<file path="src/rtl/bcd_to_bin_time.sv">
// rtl/bcd_to_bin_time.sv - two-digit BCD to binary converter for the time-set path.
// Optional build macro BCD_TO_BIN_SAT_EN: saturate range errors to MAX_VAL instead of flagging them.
module bcd_to_bin_time #(
  parameter int MAX_VAL = 59,
  parameter int OUT_W   = 6
) (
  input  logic             clk,
  input  logic             rst_n,
  input  logic             in_valid,
  output logic             in_ready,
  input  logic [3:0]       in_tens,
  input  logic [3:0]       in_units,
  output logic             out_valid,
  input  logic             out_ready,
  output logic [OUT_W-1:0] out_bin,
  output logic             out_err
);

  typedef enum logic [2:0] {
    ST_IDLE,
    ST_MUL8,
    ST_MUL2,
    ST_ADDU,
    ST_CHK,
    ST_OUT
  } state_t;

  localparam logic [6:0]       MAX_ACC = 7'(MAX_VAL);
  localparam logic [OUT_W-1:0] MAX_OUT = OUT_W'(MAX_VAL);

  state_t           state_q, state_d;
  logic [3:0]       tens_q, tens_d;
  logic [3:0]       units_q, units_d;
  logic             dig_err_q, dig_err_d;
  logic [6:0]       acc_q, acc_d;
  logic [OUT_W-1:0] out_bin_q, out_bin_d;
  logic             out_err_q, out_err_d;
  logic             rng_err;

  always_ff @(posedge clk or negedge rst_n) begin
    if (!rst_n) begin
      state_q   <= ST_IDLE;
      tens_q    <= 4'd0;
      units_q   <= 4'd0;
      dig_err_q <= 1'b0;
      acc_q     <= 7'd0;
      out_bin_q <= '0;
      out_err_q <= 1'b0;
    end else begin
      state_q   <= state_d;
      tens_q    <= tens_d;
      units_q   <= units_d;
      dig_err_q <= dig_err_d;
      acc_q     <= acc_d;
      out_bin_q <= out_bin_d;
      out_err_q <= out_err_d;
    end
  end

  assign rng_err = (acc_q > MAX_ACC);

  // tens*10 is built as (tens<<3)+(tens<<1); bad digits still walk the same path so timing never varies.
  always_comb begin
    state_d   = state_q;
    tens_d    = tens_q;
    units_d   = units_q;
    dig_err_d = dig_err_q;
    acc_d     = acc_q;
    out_bin_d = out_bin_q;
    out_err_d = out_err_q;
    in_ready  = 1'b0;
    out_valid = 1'b0;
    case (state_q)
      ST_IDLE: begin
        in_ready = 1'b1;
        if (in_valid) begin
          tens_d    = in_tens;
          units_d   = in_units;
          dig_err_d = (in_tens > 4'd9) || (in_units > 4'd9);
          state_d   = ST_MUL8;
        end
      end
      ST_MUL8: begin
        acc_d   = {tens_q, 3'b000};
        state_d = ST_MUL2;
      end
      ST_MUL2: begin
        acc_d   = acc_q + {2'b00, tens_q, 1'b0};
        state_d = ST_ADDU;
      end
      ST_ADDU: begin
        acc_d   = acc_q + {3'b000, units_q};
        state_d = ST_CHK;
      end
      ST_CHK: begin
        if (dig_err_q) begin
          out_bin_d = '0;
          out_err_d = 1'b1;
        end else if (rng_err) begin
`ifdef BCD_TO_BIN_SAT_EN
          out_bin_d = MAX_OUT;
          out_err_d = 1'b0;
`else
          out_bin_d = '0;
          out_err_d = 1'b1;
`endif
        end else begin
          out_bin_d = acc_q[OUT_W-1:0];
          out_err_d = 1'b0;
        end
        state_d = ST_OUT;
      end
      ST_OUT: begin
        out_valid = 1'b1;
        if (out_ready) begin
          state_d = ST_IDLE;
        end
      end
      default: state_d = ST_IDLE;
    endcase
  end

  assign out_bin = out_bin_q;
  assign out_err = out_err_q;

endmodule

</file>
<file path="config.mk">
export PLATFORM = sky130hd
export DESIGN_NAME = bcd_to_bin_time
export DESIGN_NICKNAME = d
export VERILOG_FILES = /design/src/rtl/bcd_to_bin_time.sv
export SDC_FILE = /design/constraint.sdc
export NUM_CORES = 1
export LEC_CHECK = 0
export BUFFER_PORTS_ARGS = -buffer_cell sky130_fd_sc_hd__buf_4
export CAP_MARGIN = 10
export CELL_PAD_IN_SITES_DETAIL_PLACEMENT = 1
export CELL_PAD_IN_SITES_GLOBAL_PLACEMENT = 1
export CORE_UTILIZATION = 45
export CTS_BUF_LIST = sky130_fd_sc_hd__clkbuf_2 sky130_fd_sc_hd__clkbuf_4 sky130_fd_sc_hd__clkbuf_8
export CTS_CLUSTER_DIAMETER = 60
export DETAILED_ROUTE_END_ITERATION = 10
export GPL_TIMING_DRIVEN = 0
export PLACE_DENSITY_LB_ADDON = 0.1
export RECOVER_POWER = 100
export SYNTH_ARGS = -nofsm -noshare
export SYNTH_HDL_FRONTEND = slang
export SYNTH_SLANG_ARGS = --single-unit
</file>
<file path="constraint.sdc">
create_clock -name clk -period 2.01 [get_ports clk]
set_input_delay 0.1005 -clock clk [delete_from_list [all_inputs] [get_ports clk]]
set_output_delay 0.1005 -clock clk [all_outputs]
set_load 0.01 [all_outputs]
</file>
Yosys cells after proc, flatten, opt, wreduce, memory -nomap -nowiden. Cells that the tools add are included.

Output and inout bits: 9. Flip-flop bits (word level): 26.

Order comparisons: 3. Reductions and logical operators: 5. $add $sub $neg: 2. Equality and inequality tests: 7. Mux-type cells: 10.

Operators with widths (number): $pmux 7 s3 (1); $pmux 3 s6 (1); $mux 6 (2); $gt 4x4->1 const B (2); $add 7x4->7 (1); $add 7x5->7 (1); $gt 7x6->1 const B (1); $eq 3x2->1 const B (2); $eq 3x3->1 const B (2); $mux 3 (2); $mux 1 (4); $ne 2x2->1 const B (2); $reduce_and 2->1 (2); $eq 3x1->1 const B (1); $logic_not 3->1 (1); $reduce_bool 3->1 (1); $logic_or 1x1->1 (1).

Longest topological paths before layout.
Word-level depth: 3. Depth in mapped cells: 8. Gate-level depth less buffers: 8.

Worst setup path before layout. OpenSTA, ideal clock, no wires.

Kind: reg2reg. From: register acc_q[0]. To: register acc_q[6]. Period minus slack after synthesis: 1813 ps. Path buffers: 0. Path slack: 197 ps. Cell stages (with the launch flop): 9. Setup time: 87 ps. Arrival time: 1726 ps. Required time: 1923 ps. Cell sequence: dfrtp_1 > ha_1 > inv_1 > fa_1 > nor2b_1 > o21a_1 > o21ai_0 > a211o_1 > a211oi_2.

Longest elaborated chain between the ends: 2.

RTL lines: from (decl) (RTL line 35) `logic [6:0] acc_q, acc_d;`; from (signal assigned) (RTL line 46) `acc_q <= 7'd0;`; from (signal assigned) (RTL line 54) `acc_q <= acc_d;`; $add 7x4->7 or $add 7x5->7 (tied branches) (RTL line 92, 88); $pmux 7 s3 (*) (RTL line 73) `case (state_q)`.

Every way passes the cells marked *; elsewhere a longest branch is shown, timed or not. A chain may end at the register's enable or synchronous reset.

Worst setup path in the final report.
From: register units_q[0]. To: register acc_q[6].

Longest elaborated chain between the ends: 2.

RTL lines: from (decl) (RTL line 33) `logic [3:0] units_q, units_d;`; from (signal assigned) (RTL line 52) `units_q <= units_d;`; $add 7x4->7 (RTL line 92) `acc_d = acc_q + {3'b000, units_q};`; $pmux 7 s3 (RTL line 73).

No other way between the ends.

==> summary.txt <==
Cells and area
  – Layout area overhead: 21.6%
  – ANT cells: 0
  – Post-route design area: 1890 um2
  – Final nets: 223
  – Layout cells sized above 1: 21.0%
  – Filler Cell Count: 378

STA
  – Slew margin rel.: 3.31%
  – Final worst slack: 0.0405 ns
  – Fin crit period: 1.97 ns
  – Setup TNS: 0 ns
  – Slew @ Worst Pin: 1.45 ns
  – Final period util: 98.0%
  – Fin. max-slew vios: 0
  – Final Hold Fails: 2
  – Clk_skew: 0.00317 ns
  – RSZ-0062 raised after global routing: yes
  – Max frequency: 508 MHz
  – Final setup viols: 0
  – Hold Slack: -0.00494 ns

Global routing
  – Total congestion overflow: 0
  – Initial antenna violation count: 0
  – Vias in the first global route: 1580
  – Gr usage total: 27.2%
  – Largest net degree at the start of global routing: 27
  – First-pass GRT wire length: 7310 um

Clock tree
  – CTS max path bufs: 2
  – Root Buffer: clkbuf_4
  – H-tree level count: 1
  – Clk sinks: 26
  – Total CTS buffers: 3
  – CTS tree: built
  – Later-pin clock latency in the skew report: 0.34 ns
  – Clk slew on worst S/H paths: 0.16 ns

Drt
  – Final WL: 4460 um
  – Residual DRC count: 0
  – Vias per Instance: 5.91
  – Drt pass-1 iters: 4
  – Initial DRC count: 78
  – Drt wl/cell: 18.3 um
  – Final ANT Viol Nets: 0
  – Total number of vias: 1441

Synth
  – Ys Warns: 0
  – Count leader, synth: dfrtp_1
  – Synth top area cells: dfrtp_1 42%, o21ai_0 6.8%, ha_1 6.5%
  – Post-synth top area cell: dfrtp_1
  – Cells after Synth: 163
  – Sequential area share after synthesis: 41.9%
  – Syn_nets: 185
  – Post-synthesis adder-cell area fraction: 9.03%
  – Main combinational cell family by area after synthesis: compound AO/OA/AOI/OAI gates
  – Synth Area in Compound Gates: 20.3%
  – Asr flop ratio synth: 100%
  – Yosys cell types: 44
  – Synth Area in XOR/XNOR: 2.26%
  – Predominant post-synthesis flop cell: dfrtp_1
  – Share of the synthesized area in the top cell type: 41.9%
  – Avg Cell Area, Syn: 9.52 um2
  – Cell Area, Synth: 1550 um2
  – Multiplexer share of the synthesized area: 5.73%
  – Post-synth EDFFs: 0
  – Fraction of the mapped netlist area in simple logic gates: 17.0%
  – Top cells by count, synth: 26 x dfrtp_1, 21 x o21ai_0, 20 x nand2_1
  – Yosys reg bits: 26

Placed design
  – Placed instance area: 1760 um2
  – GPL Wtd Cong: 0.849
  – Setup slack after placement: -0.0271 ns
  – I/O Buffers: 20
  – Hpwl dp: 3110 um

Min path
  – Hold EP: units_q[3]
  – Cells on Worst Hold Path: 2
  – HP Class: input port to flip-flop
  – Hold path startpoint: in_units[3]

Outcome
  – Outcome: finished with violations
  – Failing checks: hold timing

Die
  – Die Span X: 60.7 um
  – Std-Cell Rows: 20
  – DIE HEIGHT: 60.7 um
  – Initial core utilization: 49.2%
  – Core area: 3150 um2
  – Ports: 21
  – Die Footprint: 3690 um2

Critical path
  – Largest stage delay, worst path: 0.41 ns
  – Setup crit end kind: flip-flop
  – Critical path data arrival time: 2.24 ns
  – Setup Crit Path Kind: flip-flop to flip-flop
  – Reg2reg start: units_q[0]
  – Startpoint types: flip-flop
  – CP max-delay cell: dfrtp_1
  – Req. time, crit path: 2.28 ns
  – Worst reg2reg setup slack: 0.04 ns
  – Capturing point of the worst reg2reg path: acc_q[6]
  – R2R depth: 8
  – Worst-path fanout max: 3
  – CP Cell Sequence: ha_2, inv_2, fa_2, nor2b_1, o21a_1, o21ai_2, a211o_1, a211oi_2

Pwr
  – Pwr per Cell Area: 1710 nW/um2
  – Leakage power: 0.816 nW
  – Total Power: 3.23 mW
  – VDD IR max: 0.000711 V

Run
  – Max_cap viols: 0
-- metrics by stage --
step / hold WS [ns] / instances / utilization [%]
2_1_floorplan: -0.195 / 163 / -
3_3_place_gp: 0.0255 / 227 / 55.7
3_5_place_dp: 0.0324 / 227 / 55.7
4_1_cts: 0.000269 / 239 / 59.2
5_1_grt: 0.00253 / 244 / 59.8
6_report: -0.00494 / 244 / 59.8
-- worst max path at each step --
stage                     cells past startpoint        to       start  slack, ns
final                                         8  acc_q[6]  units_q[0]       0.04
after global routing                          8  acc_q[6]    acc_q[0]      -0.03
after CTS                                     8  acc_q[6]  units_q[0]       0.03
after detailed placement                      8  acc_q[6]    acc_q[0]      -0.03
after global placement                        8  acc_q[6]    acc_q[0]       0.02
after floorplan                               8  acc_q[6]    acc_q[0]       0.20
-- state kept, by name (all words and copies together) (netlist names) --
signal	cells
out_bin	6
units_q	4
state_q	3
acc_q	7
dig_err_q	1
tens_q	4
out_err	1
-- layout by cell type (no fill, tap or decap), drive strengths merged, types with 2 or more instances in the layout --
| cell | Yosys | final |
|---|---|---|
| nand2b | 4 | 4 |
| mux2 | 7 | 7 |
| xnor2 | 4 | 4 |
| o21ai | 21 | 21 |
| nand2 | 20 | 20 |
| nor3 | 4 | 4 |
| clkbuf | 1 | 13 |
| a21o | 2 | 2 |
| nand3 | 4 | 4 |
| a211oi | 7 | 7 |
| nor2 | 11 | 11 |
| buf | 7 | 25 |
| o21a | 2 | 2 |
| nor2b | 3 | 3 |
| dlygate4sd3 | 0 | 7 |
| ha | 8 | 8 |
| inv | 4 | 4 |
| o31ai | 2 | 2 |
| fa | 2 | 2 |
| a21oi | 5 | 5 |
| dfrtp | 26 | 26 |
-- critical path: cells and delay by family (launching register included) --
kind            cells  cell delay (ns)
compound gates      4             0.76
fa+ha+maj           2             0.56
flops               1             0.41
simple gates        1             0.13
buf+inv             1             0.04
-- cells by family (layout without fill, tap and decap cells) --
group           after synthesis  count (layout)
compound gates               49              49
xor+xnor                      4               4
fa+ha+maj                    10              10
buf+inv                      12              49
flops                        26              26
mux                           8               8
simple gates                 54              54
-- layout make-up --
type / instances / area (um2) / area share (%)
plain buffers: 8 / 42.5 / 2.25
clock buffers: 4 / 36.3 / 1.92
inverters: 4 / 15.0 / 0.796
multi-input cells: 125 / 852 / 45.2
flip-flops and latches: 26 / 651 / 34.5
well taps: 44 / 55.1 / 2.92
repair buffers: 33 / 235 / 12.5
-- layer usage --
metal,vias up,part of all wire (%),track usage [%]
li1,664,-,-
met1,714,41,33.7
met2,51,53,50.2
met3,12,3.7,1.92
met4,0,2.1,8.77
met5,-,0,0
-- what timing repair did --
item | 4_1_cts | 5_1_grt
setup buffers | 3 | 3
pin swaps | 1 | 2
endpoints found under the hold margin | 30 | 2
resized for setup | 2 | 3
hold buffers | 5 | 2
endpoints found under the setup margin | 1 | 2
-- report_power, final --
group	total (mW)	internal, mW	switching [mW]
Clock	0.286	0.111	0.175
Sequential	1.02	0.764	0.260
Combinational	1.92	0.860	1.06
Note: power is estimated with default switching activity, not from simulation.
